File: src/rtl/affine_pkg.sv
// Shared constants for the horizontal 6-tap affine interpolator:
// the coefficient table, row-width decode and controller states.
package affine_pkg;

  localparam int CW   = 8;
  localparam int NTAP = 6;
  localparam int NPH  = 16;

  localparam int W4  = 4;
  localparam int W8  = 8;
  localparam int W16 = 16;

  typedef logic signed [CW-1:0] coef_t;

  typedef enum logic [1:0] {
    IDLE  = 2'd0,
    LOAD  = 2'd1,
    RUN   = 2'd2,
    DRAIN = 2'd3
  } state_e;

  // Row index is the 1/16-pel phase; every row sums to 64.
  localparam coef_t COEF [NPH][NTAP] = '{
    '{ 8'sd0,  8'sd0,  8'sd64, 8'sd0,  8'sd0,  8'sd0 },
    '{ 8'sd1, -8'sd3,  8'sd63, 8'sd4, -8'sd2,  8'sd1 },
    '{ 8'sd1, -8'sd5,  8'sd62, 8'sd8, -8'sd3,  8'sd1 },
    '{ 8'sd2, -8'sd8,  8'sd60, 8'sd13, -8'sd4,  8'sd1 },
    '{ 8'sd3, -8'sd10, 8'sd58, 8'sd17, -8'sd5,  8'sd1 },
    '{ 8'sd3, -8'sd11, 8'sd52, 8'sd26, -8'sd8,  8'sd2 },
    '{ 8'sd2, -8'sd9,  8'sd47, 8'sd31, -8'sd10, 8'sd3 },
    '{ 8'sd3, -8'sd10, 8'sd45, 8'sd34, -8'sd12, 8'sd4 },
    '{ 8'sd3, -8'sd11, 8'sd40, 8'sd40, -8'sd11, 8'sd3 },
    '{ 8'sd4, -8'sd12, 8'sd34, 8'sd45, -8'sd10, 8'sd3 },
    '{ 8'sd3, -8'sd10, 8'sd31, 8'sd47, -8'sd9,  8'sd2 },
    '{ 8'sd2, -8'sd8,  8'sd26, 8'sd52, -8'sd11, 8'sd3 },
    '{ 8'sd1, -8'sd5,  8'sd17, 8'sd58, -8'sd10, 8'sd3 },
    '{ 8'sd1, -8'sd4,  8'sd13, 8'sd60, -8'sd8,  8'sd2 },
    '{ 8'sd1, -8'sd3,  8'sd8,  8'sd62, -8'sd5,  8'sd1 },
    '{ 8'sd1, -8'sd2,  8'sd4,  8'sd63, -8'sd3,  8'sd1 }
  };

  function automatic logic [4:0] wlen_decode(input logic [1:0] wsel);
    case (wsel)
      2'd0:    return 5'(W4);
      2'd1:    return 5'(W8);
      default: return 5'(W16);
    endcase
  endfunction

endpackage

File: src/rtl/affine_hfilt_dp.sv
// Sample window, per-tap constant multipliers, phase select and adder tree.
// The sum reflects the window as it stands after this cycle's shift.
module affine_hfilt_dp
  import affine_pkg::*;
#(
  parameter int IN_SIZE  = 8,
  parameter int OUT_SIZE = 16
) (
  input  logic                       clk,
  input  logic                       rst,
  input  logic                       shift_en,
  input  logic signed [IN_SIZE-1:0]  in_data,
  input  logic        [3:0]          frac,
  output logic signed [OUT_SIZE-1:0] sum
);

  localparam int PW = IN_SIZE + CW;

  logic signed [IN_SIZE-1:0]  win_q [NTAP];
  logic signed [IN_SIZE-1:0]  win_d [NTAP];
  logic signed [PW-1:0]       prod  [NTAP][NPH];
  logic signed [OUT_SIZE-1:0] sel   [NTAP];
  logic signed [OUT_SIZE-1:0] s01, s23, s45;

  always_comb begin
    for (int k = 0; k < NTAP; k++) win_d[k] = win_q[k];
    if (shift_en) begin
      for (int k = 0; k < NTAP-1; k++) win_d[k] = win_q[k+1];
      win_d[NTAP-1] = in_data;
    end
  end

  always_ff @(posedge clk or posedge rst) begin
    if (rst) begin
      for (int k = 0; k < NTAP; k++) win_q[k] <= '0;
    end else begin
      for (int k = 0; k < NTAP; k++) win_q[k] <= win_d[k];
    end
  end

  // Each tap forms all sixteen phase products of its sample; frac picks one.
  for (genvar k = 0; k < NTAP; k++) begin : g_tap
    for (genvar f = 0; f < NPH; f++) begin : g_ph
      assign prod[k][f] = PW'(win_d[k]) * PW'(COEF[f][k]);
    end
    assign sel[k] = OUT_SIZE'(prod[k][frac]);
  end

  assign s01 = sel[0] + sel[1];
  assign s23 = sel[2] + sel[3];
  assign s45 = sel[4] + sel[5];
  assign sum = s01 + s23 + s45;

endmodule

File: src/rtl/affine_hfilt_ctrl.sv
// Sequences one horizontal 6-tap affine pass over a 4/8/16-wide output row:
// FSM, sample counting, phase latch and the registered valid/ready output.
module affine_hfilt_ctrl
  import affine_pkg::*;
#(
  parameter int IN_SIZE  = 8,
  parameter int OUT_SIZE = 16
) (
  input  logic                       clk,
  input  logic                       rst,
  input  logic                       start,
  input  logic        [3:0]          frac,
  input  logic        [1:0]          wsel,
  output logic                       busy,
  output logic                       done,
  input  logic                       in_valid,
  output logic                       in_ready,
  input  logic signed [IN_SIZE-1:0]  in_data,
  output logic                       out_valid,
  input  logic                       out_ready,
  output logic signed [OUT_SIZE-1:0] out_data,
  output logic                       out_last
);

  state_e                     state_q, state_d;
  logic [3:0]                 frac_q, frac_d;
  logic [4:0]                 wlen_q, wlen_d;
  logic [4:0]                 cnt_q, cnt_d;
  logic                       out_valid_q, out_valid_d;
  logic                       out_last_q, out_last_d;
  logic                       done_q, done_d;
  logic signed [OUT_SIZE-1:0] out_data_q, out_data_d;
  logic signed [OUT_SIZE-1:0] sum;
  logic                       adv, accept, last_in, out_hs;

  assign adv      = !out_valid_q || out_ready;
  assign in_ready = ((state_q == LOAD) || (state_q == RUN)) && adv;
  assign accept   = in_valid && in_ready;
  assign out_hs   = out_valid_q && out_ready;
  assign last_in  = (cnt_q == (wlen_q + 5'd4));

  affine_hfilt_dp #(.IN_SIZE(IN_SIZE), .OUT_SIZE(OUT_SIZE)) u_dp (
    .clk      (clk),
    .rst      (rst),
    .shift_en (accept),
    .in_data  (in_data),
    .frac     (frac_q),
    .sum      (sum)
  );

  always_comb begin
    state_d     = state_q;
    frac_d      = frac_q;
    wlen_d      = wlen_q;
    cnt_d       = cnt_q;
    out_valid_d = out_valid_q;
    out_last_d  = out_last_q;
    out_data_d  = out_data_q;
    done_d      = 1'b0;

    // A RUN accept below overrides this, giving back-to-back results.
    if (out_hs) begin
      out_valid_d = 1'b0;
      out_last_d  = 1'b0;
    end

    case (state_q)
      IDLE: begin
        if (start) begin
          frac_d  = frac;
          wlen_d  = wlen_decode(wsel);
          cnt_d   = '0;
          state_d = LOAD;
        end
      end
      LOAD: begin
        if (accept) begin
          cnt_d = cnt_q + 5'd1;
          if (cnt_q == 5'd4) state_d = RUN;
        end
      end
      RUN: begin
        if (accept) begin
          cnt_d       = cnt_q + 5'd1;
          out_valid_d = 1'b1;
          out_last_d  = last_in;
          out_data_d  = sum;
          if (last_in) state_d = DRAIN;
        end
      end
      DRAIN: begin
        if (out_hs) begin
          done_d  = 1'b1;
          state_d = IDLE;
        end
      end
      default: state_d = IDLE;
    endcase
  end

  always_ff @(posedge clk or posedge rst) begin
    if (rst) begin
      state_q     <= IDLE;
      frac_q      <= '0;
      wlen_q      <= '0;
      cnt_q       <= '0;
      out_valid_q <= 1'b0;
      out_last_q  <= 1'b0;
      out_data_q  <= '0;
      done_q      <= 1'b0;
    end else begin
      state_q     <= state_d;
      frac_q      <= frac_d;
      wlen_q      <= wlen_d;
      cnt_q       <= cnt_d;
      out_valid_q <= out_valid_d;
      out_last_q  <= out_last_d;
      out_data_q  <= out_data_d;
      done_q      <= done_d;
    end
  end

  assign busy      = (state_q != IDLE);
  assign done      = done_q;
  assign out_valid = out_valid_q;
  assign out_last  = out_last_q;
  assign out_data  = out_data_q;

endmodule

File: config.mk
export PLATFORM = sky130hd
export DESIGN_NAME = affine_hfilt_ctrl
export DESIGN_NICKNAME = d
export VERILOG_FILES = /design/src/rtl/affine_pkg.sv /design/src/rtl/affine_hfilt_dp.sv /design/src/rtl/affine_hfilt_ctrl.sv
export SDC_FILE = /design/constraint.sdc
export NUM_CORES = 2
export LEC_CHECK = 0
export ABC_AREA = 1
export CORE_MARGIN = 3
export CORE_UTILIZATION = 50
export CTS_CLUSTER_SIZE = 30
export DETAILED_ROUTE_END_ITERATION = 12
export GPL_ROUTABILITY_DRIVEN = 0
export PLACE_DENSITY = 0.66
export SYNTH_ARGS = -nofsm -noshare
export SYNTH_HDL_FRONTEND = slang
export SYNTH_SLANG_ARGS = --single-unit
File: constraint.sdc
create_clock -name clk -period 24.4 [get_ports clk]
set_clock_uncertainty 0.1 [all_clocks]
set_input_delay 3.66 -clock clk [delete_from_list [all_inputs] [get_ports clk]]
set_output_delay 3.66 -clock clk [all_outputs]
set_load 0.01 [all_outputs]
# [Word-level counts from Yosys, hierarchy flattened]
# Cells that the tools add are included.
[word_totals] reg_bits=83 in_bits=19
[classes] addsub=13 multipliers=40 magnitude_cmp=1 eq_ne=13 mux=38 bitwise=1 reduce_logical=15
[ops] cell="$bmux 16 s4" n=6
[ops] cell="$mux 16" n=12
[ops] cell="$mul 8x5->13 const B" n=12
[ops] cell="$mul 8x6->14 const B" n=10
[ops] cell="$mul 8x7->15 const B" n=6
[ops] cell="$add 16x16->16" n=5
[ops] cell="$mul 8x4->12 const B" n=6
[ops] cell="$mul 8x3->11 const B" n=6
[ops] cell="$mux 48" n=1
[ops] cell="$neg 8->15" n=2
[ops] cell="$neg 8->14" n=2
[ops] cell="$neg 8->13" n=2
[ops] cell="$pmux 5 s2" n=2
[ops] cell="$mux 2" n=6
[ops] cell="$mux 5" n=2
[ops] cell="$ne 2x2->1 const B" n=5
[ops] cell="$mux 1" n=8
[ops] cell="$pmux 2 s4" n=1
[ops] cell="$reduce_and 6->1" n=1
[ops] cell="$add 5x1->5 const B" n=1
[ops] cell="$add 5x3->5 const B" n=1
[ops] cell="$eq 5x3->1 const B" n=1
[ops] cell="$eq 5x5->1" n=1
[ops] cell="$ge 5x5->1 const B" n=1
[ops] cell="12 further kinds" n=21

# [Logic depth before layout (Yosys ltp)]
[depth] depth_word=12 depth_mapped=53 depth_no_buf=50

# [Modules after synthesis]
# From an unflattened synthesis, not the netlist that was laid out.
[unflattened] hier_cells=4336 area_unflattened_um2=30284.0
[modules_own_cells] mod="affine_hfilt_dp" instances=1 cells_per_inst=4179 area_per_inst_um2=28692.5 seq_area_each_um2=1201.2
[modules_own_cells] mod="affine_hfilt_ctrl" instances=1 cells_per_inst=157 area_per_inst_um2=1591.5 seq_area_each_um2=825.8

# [Worst setup path after synthesis]
# No wires, ideal clock.
[synth_path] path_kind="in2reg" startpoint="input port in_valid" endpoint="register out_data_q[15] (netlist: out_data[15])" setup_time_ps=117 arrival_time_ps=12242 setup_slack_ps=11941 path_stages=47 path_cell_list="buf_2 -> nand3_4 -> buf_6 -> nand2_1 -> o21ai_4 -> inv_1 -> buf_1 -> ha_1 -> inv_1 -> xor2_1 -> fa_1 -> fa_1 -> inv_1 -> fa_1 -> ha_1 -> a21oi_1 -> o21ai_0 -> a21oi_1 -> [11 not listed] -> fa_1 -> inv_1 -> fa_1 -> inv_1 -> ha_1 -> a21oi_1 -> o21ai_0 -> a21o_1 -> a31oi_1 -> inv_1 -> nand4_1 -> nand2_1 -> inv_1 -> nand2_1 -> nand2_1 -> nand2_1 -> nand3_1 -> nand2_1"
[synth_lines] item="start, declared" line_no="affine_hfilt_ctrl.sv:16" rtl="input logic in_valid,"
[synth_lines] item="end signal, assigned" line_no="affine_hfilt_ctrl.sv:118" rtl="out_data_q <= out_data_d;"
[synth_lines] item="end, declared" line_no="affine_hfilt_ctrl.sv:32" rtl="logic signed [OUT_SIZE-1:0] out_data_q, out_data_d;"

# [Final worst setup path]
[layout_path] startpoint="input port in_valid" endpoint="register out_data_q[15] (netlist: out_data[15])"
[layout_via] elab_chain_len=9 word_cells_on_any_way=72
[layout_lines] item="$logic_and 1x1->1 *" line_no="affine_hfilt_ctrl.sv:38" rtl="assign accept = in_valid && in_ready;"
[layout_lines] item="$mux 48" line_no="affine_hfilt_dp.sv:27" rtl="if (shift_en) begin"
[layout_lines] item="$mul 8x3->11, or another cell as far along" line_no="affine_hfilt_dp.sv:44" rtl="assign prod[k][f] = PW'(win_d[k]) * PW'(COEF[f][k]);"
[layout_lines] item="$bmux 16 s4" line_no="affine_hfilt_dp.sv:46" rtl="assign sel[k] = OUT_SIZE'(prod[k][frac]);"
[layout_lines] item="$mux 16 (implied by the code) (2 in series)" line_no="affine_hfilt_dp.sv:46"
[layout_lines] item="$add 16x16->16, on equally long branches" line_no="affine_hfilt_dp.sv:49, affine_hfilt_dp.sv:50"
[layout_lines] item="$add 16x16->16 (2 in series)" line_no="affine_hfilt_dp.sv:52" rtl="assign sum = s01 + s23 + s45;"
# Every way passes the cells marked *; elsewhere a longest branch is shown, timed or not. The select of a mux whose other input is x is not followed.
# A chain may end at the register's enable or synchronous reset.

==> summary by stage <==
Clock tree
The clock net sink count is 81. The longest clock path from root to sink contains 2 buffers. The clock transition at the register clock pins on the worst setup and hold paths after CTS is 0.07 ns.

The number of buffers inserted during clock tree synthesis is 9. TritonCTS built the clock tree. The H-tree depth reported by CTS is 3. The cell at the root of the clock tree is clkbuf_16. The clock insertion delay at the later pin of the skew report is 0.36 ns. For this design, the CTS-stage hold fixing added 0 buffers. Once the clock tree was built, the setup fixing pass inserted 0 buffers. After clock tree synthesis, the repair step resized 0 gates.

Route
The detail route stage leaves a number of antenna-violating nets equal to 0. The first detailed-routing pass took 8 iterations. In this run, the number of DRC markers left after iteration 0 of detailed routing was 3518. Dividing the detail-routed via count by the number of cells gives 6.016.

The total wirelength of the detailed-routed design is 107.6 mm. After detailed routing, the average wire length per cell comes to 21.65 um. In the routed design, unresolved DRC markers number 0. For this block, the via count after detailed routing is 29900.

Global routing
The number of antenna violations at the first check in global routing is 1. The aggregate global-route resource usage is 33.54%. Global routing finished with a remaining overflow of 0. The largest net degree at the start of global routing is 78. The number of global-route vias before repair is 28730.

The first global-routing pass estimated 165.6 mm of wire.

Job
The max-capacitance violation count is 0.

STA
Setup repair after global routing left no endpoint under its margin. The maximum operating frequency is 0.07278 GHz. The post-route fraction of the period consumed by the critical path is 56.31%. Setup violations remaining at the end of the flow were counted as 0. Headroom to the max-slew limit came out at 20.98%.

Adding up every negative setup slack in the final design gives 0 ns. The final max-slew violation count is 0. The transition time at the pin with the least slew margin is 1.185 ns. The clock period could shrink to 13.74 ns. The final number of hold-violating endpoints came to 0.

Finish
0 antenna diodes ended up in the layout. The post-layout net count is 4939. The post-route netlist has 4.352% of its cells at a drive strength greater than 1.

After filler insertion, the fill cell instance count of the layout stands at 5851. The area growth from synthesis to layout is 5.085%.

Yosys
The number of nets in the synthesized netlist is 4973. The share of synthesized area in the top cell type comes to 19.27%. The count of synthesis-stage warnings from yosys is 0. After synthesis the cells add up to 0.02987 sq mm. The post-synthesis cell type with the largest combined area is ha_1. The most common cell in the synthesized netlist is inv_1. Synthesis produced a netlist whose cell count is 4234. The flip-flop and latch count after synthesis is 81. By area the synthesized netlist is led by ha_1, fa_1, inv_1.

After synthesis, the share of flip-flops with an asynchronous set or reset is 100.0%. The fraction of the yosys area taken by sequential cells is 6.786%. The number of enable-type register cells in the synthesized netlist is 0.

In the synthesized netlist the dominant register cell turns out to be dfrtp_1. The unique cell type count in the Yosys netlist is 70. Sorting the synthesized cells by how often they occur yields inv_1, nand2_1, ha_1.

After synthesis, the mean cell area works out to 7.055 sq um.

Die
After floorplanning, the core was divided into 88 placement rows. In this run the standard cell core region covers 0.05836 sq mm. The floorplan step defined a die boundary enclosing 0.06271 sq mm. The number of top-level pins is 40. For this configuration, the core starts out at a cell density of 51.19%. In this run the horizontal extent of the chip is 250.4 um. The y dimension of the die is 250.4 um.

Min path
In this run the worst hold path is classified as register to register.

Critical path
Of all nets on the critical path, the largest fanout is 77. The slowest stage cell on the critical path is buf_4. For the worst setup path, the data required time is 24.55 ns. Data arrives at the worst endpoint at 13.89 ns. The kind of critical path is input pin to register. The worst setup path is captured at a register. Counting both buffers and inverters, the worst setup path holds a total of 11. The maximum single-stage delay on the critical path is 0.72 ns. The largest delay contributor family on the critical path is adder cells.

The kind of launch point of the worst setup path is an input pin.

Place
The detailed-placement wirelength estimate is 83.52 mm. The number of buffers inserted by port buffering is 39.

Outcome
The run finished with clean final reports.
-- path summary, 6_finish.rpt --
path | start | to | slack (ns) | cells past startpoint
min in group asynchronous | rst | out_valid$_DFF_PP0_ | 3.49 | 2
max reg2reg | state_q[0]$_DFFE_PP0P_ | out_data[15]$_DFFE_PP0P_ | 13.51 | 47
min | out_data[4]$_DFFE_PP0P_ | out_data[4]$_DFFE_PP0P_ | 0.39 | 2
min reg2reg | out_data[4]$_DFFE_PP0P_ | out_data[4]$_DFFE_PP0P_ | 0.39 | 2
max in group asynchronous | rst | frac_q[0]$_DFFE_PP0P_ | 19.38 | 3
max | in_valid | out_data[15]$_DFFE_PP0P_ | 10.66 | 46
-- layout by cell type (no fill, tap or decap), types with 43 or more instances in the layout --
cell type  netlist  final
inv_1          783    781
nor3_1          43     43
ha_1           460    460
fa_1           260    260
nor2_1         214    207
xnor2_1         63     63
xor2_1         122    122
o22ai_1         47     47
o21ai_0        327    320
a21oi_1        351    351
nand3_1        191    191
nand2_1        714    714
buf_4            1     59
dfrtp_1         81     77
-- per-stage QoR --
step | cells | utilization [%] | setup WS, ns | hold WS (ns) | cell area, sq um
2_1_floorplan | 4234 | - | 11.94 | 0.3772 | 29870
3_3_place_gp | 4954 | 53.30 | 10.44 | 0.3670 | 31100
3_5_place_dp | 4954 | 53.30 | 10.41 | 0.3687 | 31100
4_1_cts | 4970 | 53.79 | 10.75 | 0.3877 | 31390
5_1_grt | 4970 | 53.79 | 9.811 | 0.4087 | 31390
6_report | 4970 | 53.79 | 10.66 | 0.3884 | 31390
-- flip-flops by register name, indices dropped and copies added (netlist names) --
register / cells
cnt_q: 5
done: 1
frac_q: 4
out_data: 16
out_last: 1
out_valid: 1
state_q: 2
u_dp.win_q: 48
wlen_q: 3
-- cells by family after synthesis --
group	share of synthesized area (%)
simple gates	17.92
compound gates	20.98
buf+inv	12.02
fa+ha+maj	36.73
xor+xnor	5.571
flops	6.786
-- layer usage --
| layer | track usage [%] | part of all wire [%] | up-vias |
|---|---|---|---|
| li1 | - | - | 13990 |
| met1 | 45.16 | 41 | 13970 |
| met2 | 52.60 | 43 | 1607 |
| met3 | 7.881 | 11 | 336 |
| met4 | 12.07 | 4.4 | 2 |
| met5 | 0 | 0.012 | - |
-- tightest hold or removal path: cells and delay by family, from the launching register on --
family           cells  cell delay [ns]
flip-flops           1             0.34
AO/OA/AOI/OAI        1             0.06
AND/OR/NAND/NOR      1             0.05
-- area by class of cell --
cell class,instances,area [sq um],area share (%)
inverter,796,2992,9.530
multi-input combinational,3214,24280,77.36
tap,765,957.2,3.049
clock inverter,6,50.05,0.1594
timing repair buffer,98,833.3,2.655
sequential,81,2037,6.489
clock buffer,10,239.0,0.7613
Power is left out: the tool's default activity adds up to more than one toggle a clock period on the data nets, which glitch-free logic cannot reach.
